[src/rtl/demux_seq_pkg.sv]
// Shared types and constants for the demux select sequencer.
package demux_seq_pkg;

    localparam int unsigned NUM_CH = 4;
    localparam int unsigned SEL_W  = 2;

    typedef enum logic {
        IDLE  = 1'b0,
        SHIFT = 1'b1
    } seq_state_t;

    // Counter width for a 0..n-1 count, never narrower than one bit
    function automatic int unsigned DWELL_W(input int unsigned n);
        return (n <= 2) ? 1 : $clog2(n);
    endfunction

endpackage

[src/rtl/dwell_counter.sv]
// Per-slot dwell counter: counts 0..DWELL-1 while enabled and wraps.
module dwell_counter
    import demux_seq_pkg::*;
#(
    parameter int unsigned DWELL = 4
) (
    input  logic clk,
    input  logic rst,
    input  logic en,
    input  logic clr,
    output logic last
);

    localparam int unsigned W   = DWELL_W(DWELL);
    localparam logic [W-1:0] MAX = W'(DWELL - 1);

    logic [W-1:0] cnt;

    // Count while enabled, wrap on the last dwell cycle
    always_ff @(posedge clk) begin
        if (rst || clr) begin
            cnt <= '0;
        end else if (en) begin
            cnt <= last ? '0 : cnt + W'(1);
        end
    end

    assign last = (cnt == MAX);

endmodule

[src/rtl/demux_sel_sequencer.sv]
// Serializes 4-bit frames onto the demux select/data pair, one slot per
// channel, each slot held DWELL cycles.
// Optional feature: define DEMUX_SEQ_BUF_EN for a one-entry prefetch buffer
// that allows back-to-back frames without an IDLE gap.
module demux_sel_sequencer
    import demux_seq_pkg::*;
#(
    parameter int unsigned DWELL = 4
) (
    input  logic              clk,
    input  logic              rst,
    input  logic              in_valid,
    output logic              in_ready,
    input  logic [NUM_CH-1:0] in_data,
    output logic [SEL_W-1:0]  A,
    output logic              din,
    output logic              frame_start,
    output logic              busy
);

    localparam logic [SEL_W-1:0] LAST_SLOT = SEL_W'(NUM_CH - 1);

    seq_state_t        state, state_nx;
    logic [SEL_W-1:0]  slot, slot_nx;
    logic [NUM_CH-1:0] frame, frame_nx;
    logic              fresh, fresh_nx;
    logic              dwell_last, dwell_clr, dwell_en;
    logic              hs, frame_end;

`ifdef DEMUX_SEQ_BUF_EN
    logic [NUM_CH-1:0] buf_data, buf_data_nx;
    logic              buf_full, buf_full_nx;

    assign in_ready = !rst && !buf_full;
`else
    assign in_ready = !rst && (state == IDLE);
`endif

    assign hs        = in_valid && in_ready;
    assign frame_end = (state == SHIFT) && (slot == LAST_SLOT) && dwell_last;

    dwell_counter #(.DWELL(DWELL)) u_dwell (
        .clk  (clk),
        .rst  (rst),
        .en   (dwell_en),
        .clr  (dwell_clr),
        .last (dwell_last)
    );

    // Next-state: frame acceptance, slot stepping and end-of-frame reload
    always_comb begin
        state_nx    = state;
        slot_nx     = slot;
        frame_nx    = frame;
        fresh_nx    = 1'b0;
        dwell_clr   = 1'b0;
        dwell_en    = (state == SHIFT);
`ifdef DEMUX_SEQ_BUF_EN
        buf_data_nx = buf_data;
        buf_full_nx = buf_full;
`endif
        case (state)
            IDLE: begin
                if (hs) begin
                    state_nx  = SHIFT;
                    slot_nx   = '0;
                    frame_nx  = in_data;
                    fresh_nx  = 1'b1;
                    dwell_clr = 1'b1;
                end
            end
            SHIFT: begin
                if (dwell_last) begin
                    slot_nx = slot + SEL_W'(1);
                end
                if (frame_end) begin
`ifdef DEMUX_SEQ_BUF_EN
                    if (buf_full) begin
                        frame_nx    = buf_data;
                        buf_full_nx = 1'b0;
                        fresh_nx    = 1'b1;
                    end else if (hs) begin
                        frame_nx = in_data;
                        fresh_nx = 1'b1;
                    end else begin
                        state_nx = IDLE;
                    end
`else
                    state_nx = IDLE;
`endif
                end
`ifdef DEMUX_SEQ_BUF_EN
                else if (hs) begin
                    buf_data_nx = in_data;
                    buf_full_nx = 1'b1;
                end
`endif
            end
            default: state_nx = IDLE;
        endcase
    end

    // State, frame register and registered demux drive
    always_ff @(posedge clk) begin
        if (rst) begin
            state       <= IDLE;
            slot        <= '0;
            frame       <= '0;
            fresh       <= 1'b0;
            A           <= '0;
            din         <= 1'b0;
            frame_start <= 1'b0;
            busy        <= 1'b0;
        end else begin
            state       <= state_nx;
            slot        <= slot_nx;
            frame       <= frame_nx;
            fresh       <= fresh_nx;
            A           <= (state == SHIFT) ? slot : '0;
            din         <= (state == SHIFT) && frame[slot];
            frame_start <= (state == SHIFT) && fresh;
            busy        <= (state == SHIFT);
        end
    end

`ifdef DEMUX_SEQ_BUF_EN
    // Prefetch buffer holding the next frame while one is in flight
    always_ff @(posedge clk) begin
        if (rst) begin
            buf_data <= '0;
            buf_full <= 1'b0;
        end else begin
            buf_data <= buf_data_nx;
            buf_full <= buf_full_nx;
        end
    end
`endif

endmodule

[config.mk]
export PLATFORM = sky130hd
export DESIGN_NAME = demux_sel_sequencer
export DESIGN_NICKNAME = d
export VERILOG_FILES = /design/src/rtl/demux_seq_pkg.sv /design/src/rtl/dwell_counter.sv /design/src/rtl/demux_sel_sequencer.sv
export SDC_FILE = /design/constraint.sdc
export NUM_CORES = 1
export LEC_CHECK = 0
export CORE_AREA = 2 2 39 41
export DETAILED_ROUTE_END_ITERATION = 8
export DIE_AREA = 0 0 41 43
export PLACE_DENSITY = 0.77
export SLEW_MARGIN = 20
export SYNTH_ARGS = -nofsm -noshare
export SYNTH_HDL_FRONTEND = slang
export SYNTH_HIERARCHICAL = 1
export SYNTH_SLANG_ARGS = --single-unit
[constraint.sdc]
create_clock -name clk -period 3.6 [get_ports clk]
set_input_delay 0.72 -clock clk [delete_from_list [all_inputs] [get_ports clk]]
set_output_delay 0.72 -clock clk [all_outputs]
set_load 0.02 [all_outputs]
==> impl_metrics.py, run 1 <==
metrics = {
    "clock_tree": {
        "cts_buffer_depth": 2,
        "cts_setup_buffers": 0,
        "clkSinkCount": 15,
        "cts_tree": "built",
        "htree_num_levels": 1,
        "clk_pin_slew_worst_paths_ns": 0.08,
        "cts_root_buf": "clkbuf_4",
        "cts_buffers": 3,
        "cts_resized": 0,
        "cts_hold_buf": 0,
        "insertion_delay_ns": 0.27,
    },
    "sta": {
        "setup_tns_ns": 0,
        "slew_viol_final": 0,
        "final.period_utilization_pct": 75.5,
        "slew_headroom_pct": 74.1,
        "max_slew.worst_pin.slew_ns": 0.388,
        "holdWs_ns": 0.433,
        "finalSetupViolCount": 0,
        "skew_ns": 0.000434,
        "rsz0062_at_grt": "false",
        "hold_viol": 0,
        "max_freq_ghz": 0.368,
        "fin_crit_ns": 2.72,
    },
    "run": {
        "max-cap-violations": 0,
    },
    "floorplan": {
        "ios": 13,
        "rows": 14,
        "dieHeight_microns": 43,
        "die_w_microns": 41,
        "die-area_sq_um": 1760,
        "core-area_sq_um": 1380,
        "start_util_pct": 43.0,
    },
    "setup_path": {
        "endpoint_kind": "primary output",
        "critical_path.cell_chain": "clkdlybuf4s50_1, buf_4, nor2_1, clkdlybuf4s50_1",
        "cp_data_required_time_ns": 2.88,
        "ff2ff_path_depth": 2,
        "crit_top_cell": "clkdlybuf4s50_1",
        "cpMaxStageDelayCell": "clkdlybuf4s50_1",
        "max_stage_delay_ns": 0.61,
        "arrival_ns": 2.00,
        "crit_type": "in -> out",
        "start_kind": "primary input",
        "cp_max_fo": 14,
    },
    "min_path": {
        "whs_path_depth": 1,
        "hold_class": "reg -> reg",
    },
    "synth": {
        "yosys_warnings": 6,
        "ys_seq_area_share_pct": 50.4,
        "synth_edf_count": 0,
        "synth-main-ff-cell": "dfxtp_1",
        "yosysTopAreaCellShare_pct": 50.4,
        "synth_commonest_cells": "dfxtp_1, mux2_2, and2_1, nor2b_1, nand2b_1",
        "yosys.area.top_type": "dfxtp_1",
        "synth_most_common_cell": "dfxtp_1",
        "netlist_instances": 50,
        "synth-async-reset-ratio_pct": 0,
        "synth_nets": 59,
        "ys_types": 22,
        "syn_avg_cell_area_sq_um": 11.9,
        "synth.area.top_cells": "dfxtp_1, mux2_2, and2_1",
        "synth-seq-cells": 15,
        "syn_area_sq_um": 596,
    },
    "pwr": {
        "ir_worst_vdd_mv": 0.188,
        "powerDensity_nw_per_um2": 410,
        "p_leak_uw": 0.000301,
    },
    "global_routing": {
        "first_global_vias": 332,
        "globalRouteOverflowTotal": 0,
        "grt_pass1_wl_microns": 1470,
        "track_usage_pct": 13.0,
        "antenna_found_initial": 0,
        "grt_max_degree": 15,
    },
    "final_layout": {
        "fillerInstances": 135,
        "n_antenna_cell": 0,
        "area_delta_synth_final_pct": 27.9,
        "final_net_count": 76,
        "drive_gt1_share_pct": 21.2,
    },
    "route": {
        "wl_per_cell_microns": 10.2,
        "vias": 391,
        "drtIter0Drc": 0,
        "ant_nets": 0,
        "drtPass1Iterations": 1,
        "drc_errors": 0,
        "via_per_inst": 4.77,
        "wirelength_microns": 838,
    },
    "placed_design": {
        "gp_congestion": 0.736,
        "portBuffers": 12,
        "hpwl_microns": 606,
    },
    "outcome": {
        "status": "complete, no violations",
    },
}
worst max-delay path, delay by kind of cell:
| family | cells | cell delay (ns) |
|---|---|---|
| buffers and inverters | 3 | 1.18 |
| AND/OR/NAND/NOR | 1 | 0.09 |
cell type report:
cell class	instances	area [sq um]	share of cell area [%]
inverter	1	3.75	0.493
timing repair buffer	13	128	16.7
tap	16	20.0	2.63
multi-input combinational	33	284	37.3
sequential	15	300	39.4
clock buffer	4	26.3	3.45
placed cells by master, fill, tap and decap left out, types with 2 or more instances in the layout:
| master | netlist | final |
|---|---|---|
| and2_1 | 4 | 4 |
| clkbuf_4 | 0 | 3 |
| clkdlybuf4s50_1 | 0 | 12 |
| dfxtp_1 | 15 | 15 |
| ha_1 | 2 | 2 |
| mux2_2 | 5 | 5 |
| nand2_1 | 2 | 2 |
| nand2b_1 | 3 | 3 |
| nor2b_1 | 4 | 4 |
kinds of logic after synthesis:
family | Yosys count | share of synthesized area [%]
AO/OA/AOI/OAI | 4 | 6.09
adder cells (fa/ha/maj) | 2 | 4.20
multiplexers | 7 | 14.9
buffers and inverters | 2 | 1.89
AND/OR/NAND/NOR | 20 | 22.5
flip-flops | 15 | 50.4
stage by stage:
step | util [%] | instance area (sq um) | instances | total power [uW] | worst slack [ns]
global placement | 53.2 | 736 | 78 | 225 | 0.883
floorplan | - | 596 | 50 | 209 | 1.73
global route | 55.1 | 762 | 82 | 332 | 0.794
detailed placement | 53.2 | 736 | 78 | 226 | 0.890
CTS | 55.1 | 762 | 82 | 319 | 0.878
finish | 55.1 | 762 | 82 | 312 | 0.883
per-layer routing:
layer  global-route usage (%)  wire length (microns)
met4                     12.0                     22
met1                     18.3                    409
met2                     15.3                    371
met5                        0                      0
met3                     3.14                     34
power by group:
part           internal (uW)  switching, uW
Combinational           25.4           14.4
Sequential               175           6.67
Clock                   42.9           48.5
Total                    243           69.6
sequential cells by signal, indices dropped and copies added (netlist names):
register and count:
frame 4, A 2, slot 2, u_dwell/cnt 2, busy 1, din 1, dwell_en 1, frame_start 1
fresh 1
worst paths after layout:
| check | from | to | slack (ns) |
|---|---|---|---|
| worst min register to register | fresh$_SDFF_PP0_ | frame_start$_SDFF_PP0_ | 0.43 |
| worst min-delay path | fresh$_SDFF_PP0_ | frame_start$_SDFF_PP0_ | 0.43 |
| worst max-delay path | rst | in_ready | 0.88 |
| worst max register to register | dwell_en$_SDFF_PP0_ | frame[3]$_SDFFE_PP0P_ | 2.28 |
Note: power is estimated with default switching activity, not from simulation.
==> inputs of run 2 (changes only) <==
--- a/config.mk
+++ b/config.mk
@@ -5,10 +5,10 @@
 export SDC_FILE = /design/constraint.sdc
 export NUM_CORES = 1
 export LEC_CHECK = 0
-export CORE_AREA = 2 2 39 41
+export CORE_MARGIN = 2
+export CORE_UTILIZATION = 42
 export DETAILED_ROUTE_END_ITERATION = 8
-export DIE_AREA = 0 0 41 43
-export PLACE_DENSITY = 0.77
+export PLACE_DENSITY = 0.76
 export SLEW_MARGIN = 20
 export SYNTH_ARGS = -nofsm -noshare
 export SYNTH_HDL_FRONTEND = slang
==> constraint.sdc (replaced) <==
create_clock -name clk -period 2.5 [get_ports clk]
set_input_delay 0.5 -clock clk [delete_from_list [all_inputs] [get_ports clk]]
set_output_delay 0.5 -clock clk [all_outputs]
set_load 0.02 [all_outputs]
==> impl_metrics.py, run 2 (same netlist as run 1, synthesis figures left out) <==
metrics = {
    "final_layout": {
        "regMostFlops": "frame",
        "layout_common_cells": "dfxtp_1, clkdlybuf4s50_1, mux2_2",
        "n_antenna_cell": 0,
        "drive_gt1_share_pct": 21.2,
        "largest_reg_flops": 4,
        "final_net_count": 76,
        "mostFrequentLayoutCell": "dfxtp_1",
        "area_delta_synth_final_pct": 27.7,
    },
    "clock_tree": {
        "clkSinkCount": 15,
        "cts_resized": 0,
        "cts_tree": "built",
        "htree_num_levels": 1,
        "cts_setup_buffers": 0,
        "cts_buffer_depth": 2,
        "cts_buffers": 3,
        "clk_pin_slew_worst_paths_ns": 0.08,
        "cts_hold_buf": 0,
        "insertion_delay_ns": 0.27,
        "cts_root_buf": "clkbuf_4",
    },
    "sta": {
        "max_slew.worst_pin.slew_ns": 0.394,
        "max_freq_ghz": 0.473,
        "skew_ns": 0.00290,
        "rsz0062_at_grt": "false",
        "holdWs_ns": 0.433,
        "fin_crit_ns": 2.11,
        "finalSetupViolCount": 0,
        "setup_tns_ns": 0,
        "hold_viol": 0,
        "slew_headroom_pct": 73.7,
        "slew_viol_final": 0,
        "final.period_utilization_pct": 84.6,
    },
    "route": {
        "drc_errors": 0,
        "met2_length_microns": 420,
        "via_per_inst": 4.88,
        "wl_met1_microns": 406,
        "drtPass1Iterations": 2,
        "wl_per_cell_microns": 10.7,
        "highest_layer": "met4",
        "vias": 395,
        "ant_nets": 0,
        "wirelength_microns": 868,
        "drtIter0Drc": 2,
        "dr_wl_met3_microns": 33,
    },
    "pwr": {
        "intPower_uw": 350,
        "switching_share_pct": 22.6,
        "clkPwrFrac_pct": 29.4,
        "ir_worst_vdd_mv": 0.387,
        "switching_power_uw": 102,
        "seqPwrFrac_pct": 57.7,
        "p_leak_uw": 0.000301,
        "powerDensity_nw_per_um2": 594,
        "power_frac_comb_pct": 12.8,
    },
    "global_routing": {
        "globalRouteOverflowTotal": 0,
        "track_usage_pct": 13.0,
        "first_global_vias": 400,
        "antenna_found_initial": 0,
        "grt_pass1_wl_microns": 1710,
        "grt_max_degree": 14,
    },
    "setup_path": {
        "crit_type": "in -> out",
        "arrival_ns": 1.61,
        "endpoint_kind": "primary output",
        "crit_top_cell": "clkdlybuf4s50_1",
        "start_kind": "primary input",
        "cp_max_fo": 2,
        "critical_path.cell_chain": "clkdlybuf4s50_1, nor2_1, clkdlybuf4s50_1",
        "cpMaxStageDelayCell": "clkdlybuf4s50_1",
        "max_stage_delay_ns": 0.60,
        "cp_data_required_time_ns": 2.00,
    },
    "floorplan": {
        "rows": 13,
        "dieHeight_microns": 41.7,
        "start_util_pct": 45.2,
        "die_w_microns": 41.7,
        "ios": 13,
        "die-area_sq_um": 1740,
        "core-area_sq_um": 1320,
    },
    "run": {
        "max-cap-violations": 0,
    },
    "placed_design": {
        "portBuffers": 12,
        "hpwl_microns": 643,
        "gp_congestion": 0.754,
    },
    "outcome": {
        "status": "complete, no violations",
    },
    "min_path": {
        "hold_class": "reg -> reg",
    },
}
## run 2: path summary, 6_finish.rpt
path,from,end,slack (ns),depth (start not counted)
max,rst,in_ready,0.39,3
min,fresh$_SDFF_PP0_,frame_start$_SDFF_PP0_,0.43,1
max reg2reg,dwell_en$_SDFF_PP0_,frame[2]$_SDFFE_PP0P_,1.17,2
min reg2reg,fresh$_SDFF_PP0_,frame_start$_SDFF_PP0_,0.43,1
## run 2: final cells by class
| class | count | area (sq um) |
|---|---|---|
| clock buffer | 4 | 26.3 |
| fill | 123 | 557 |
| inverter | 1 | 3.75 |
| multi-input combinational | 33 | 284 |
| sequential | 15 | 300 |
| tap | 15 | 18.8 |
| timing repair buffer | 13 | 128 |
## run 2: worst max-delay path, delay by kind of cell
kind	cells	cell delay, ns
simple gates	1	0.09
buf+inv	2	1.02
## run 2: power groups by stage
| stage | sequential (uW) | clock (uW) | combinational (uW) |
|---|---|---|---|
| CTS | 261 | 142 | 59.1 |
| finish | 261 | 133 | 58.1 |
| global placement | 266 | 0 | 57.0 |
| global route | 263 | 150 | 63.8 |
| detailed placement | 267 | 0 | 58.6 |
| floorplan | 267 | 0 | 34.3 |
## run 2: metrics by stage
step                power, uW  worst slack [ns]  cell area [sq um]  cells  utilization, %
global placement          323             0.402                734     77            55.7
detailed placement        325             0.386                734     77            55.7
global route              477             0.289                761     81            57.7
floorplan                 301              1.07                596     50               -
CTS                       463             0.383                761     81            57.7
finish                    452             0.385                761     81            57.7
## run 2: layer usage
metal,global-route usage [%],up-vias
li1,-,203
met1,15.6,180
met4,9.68,0
met5,0,-
met3,2.61,2
met2,20.3,10
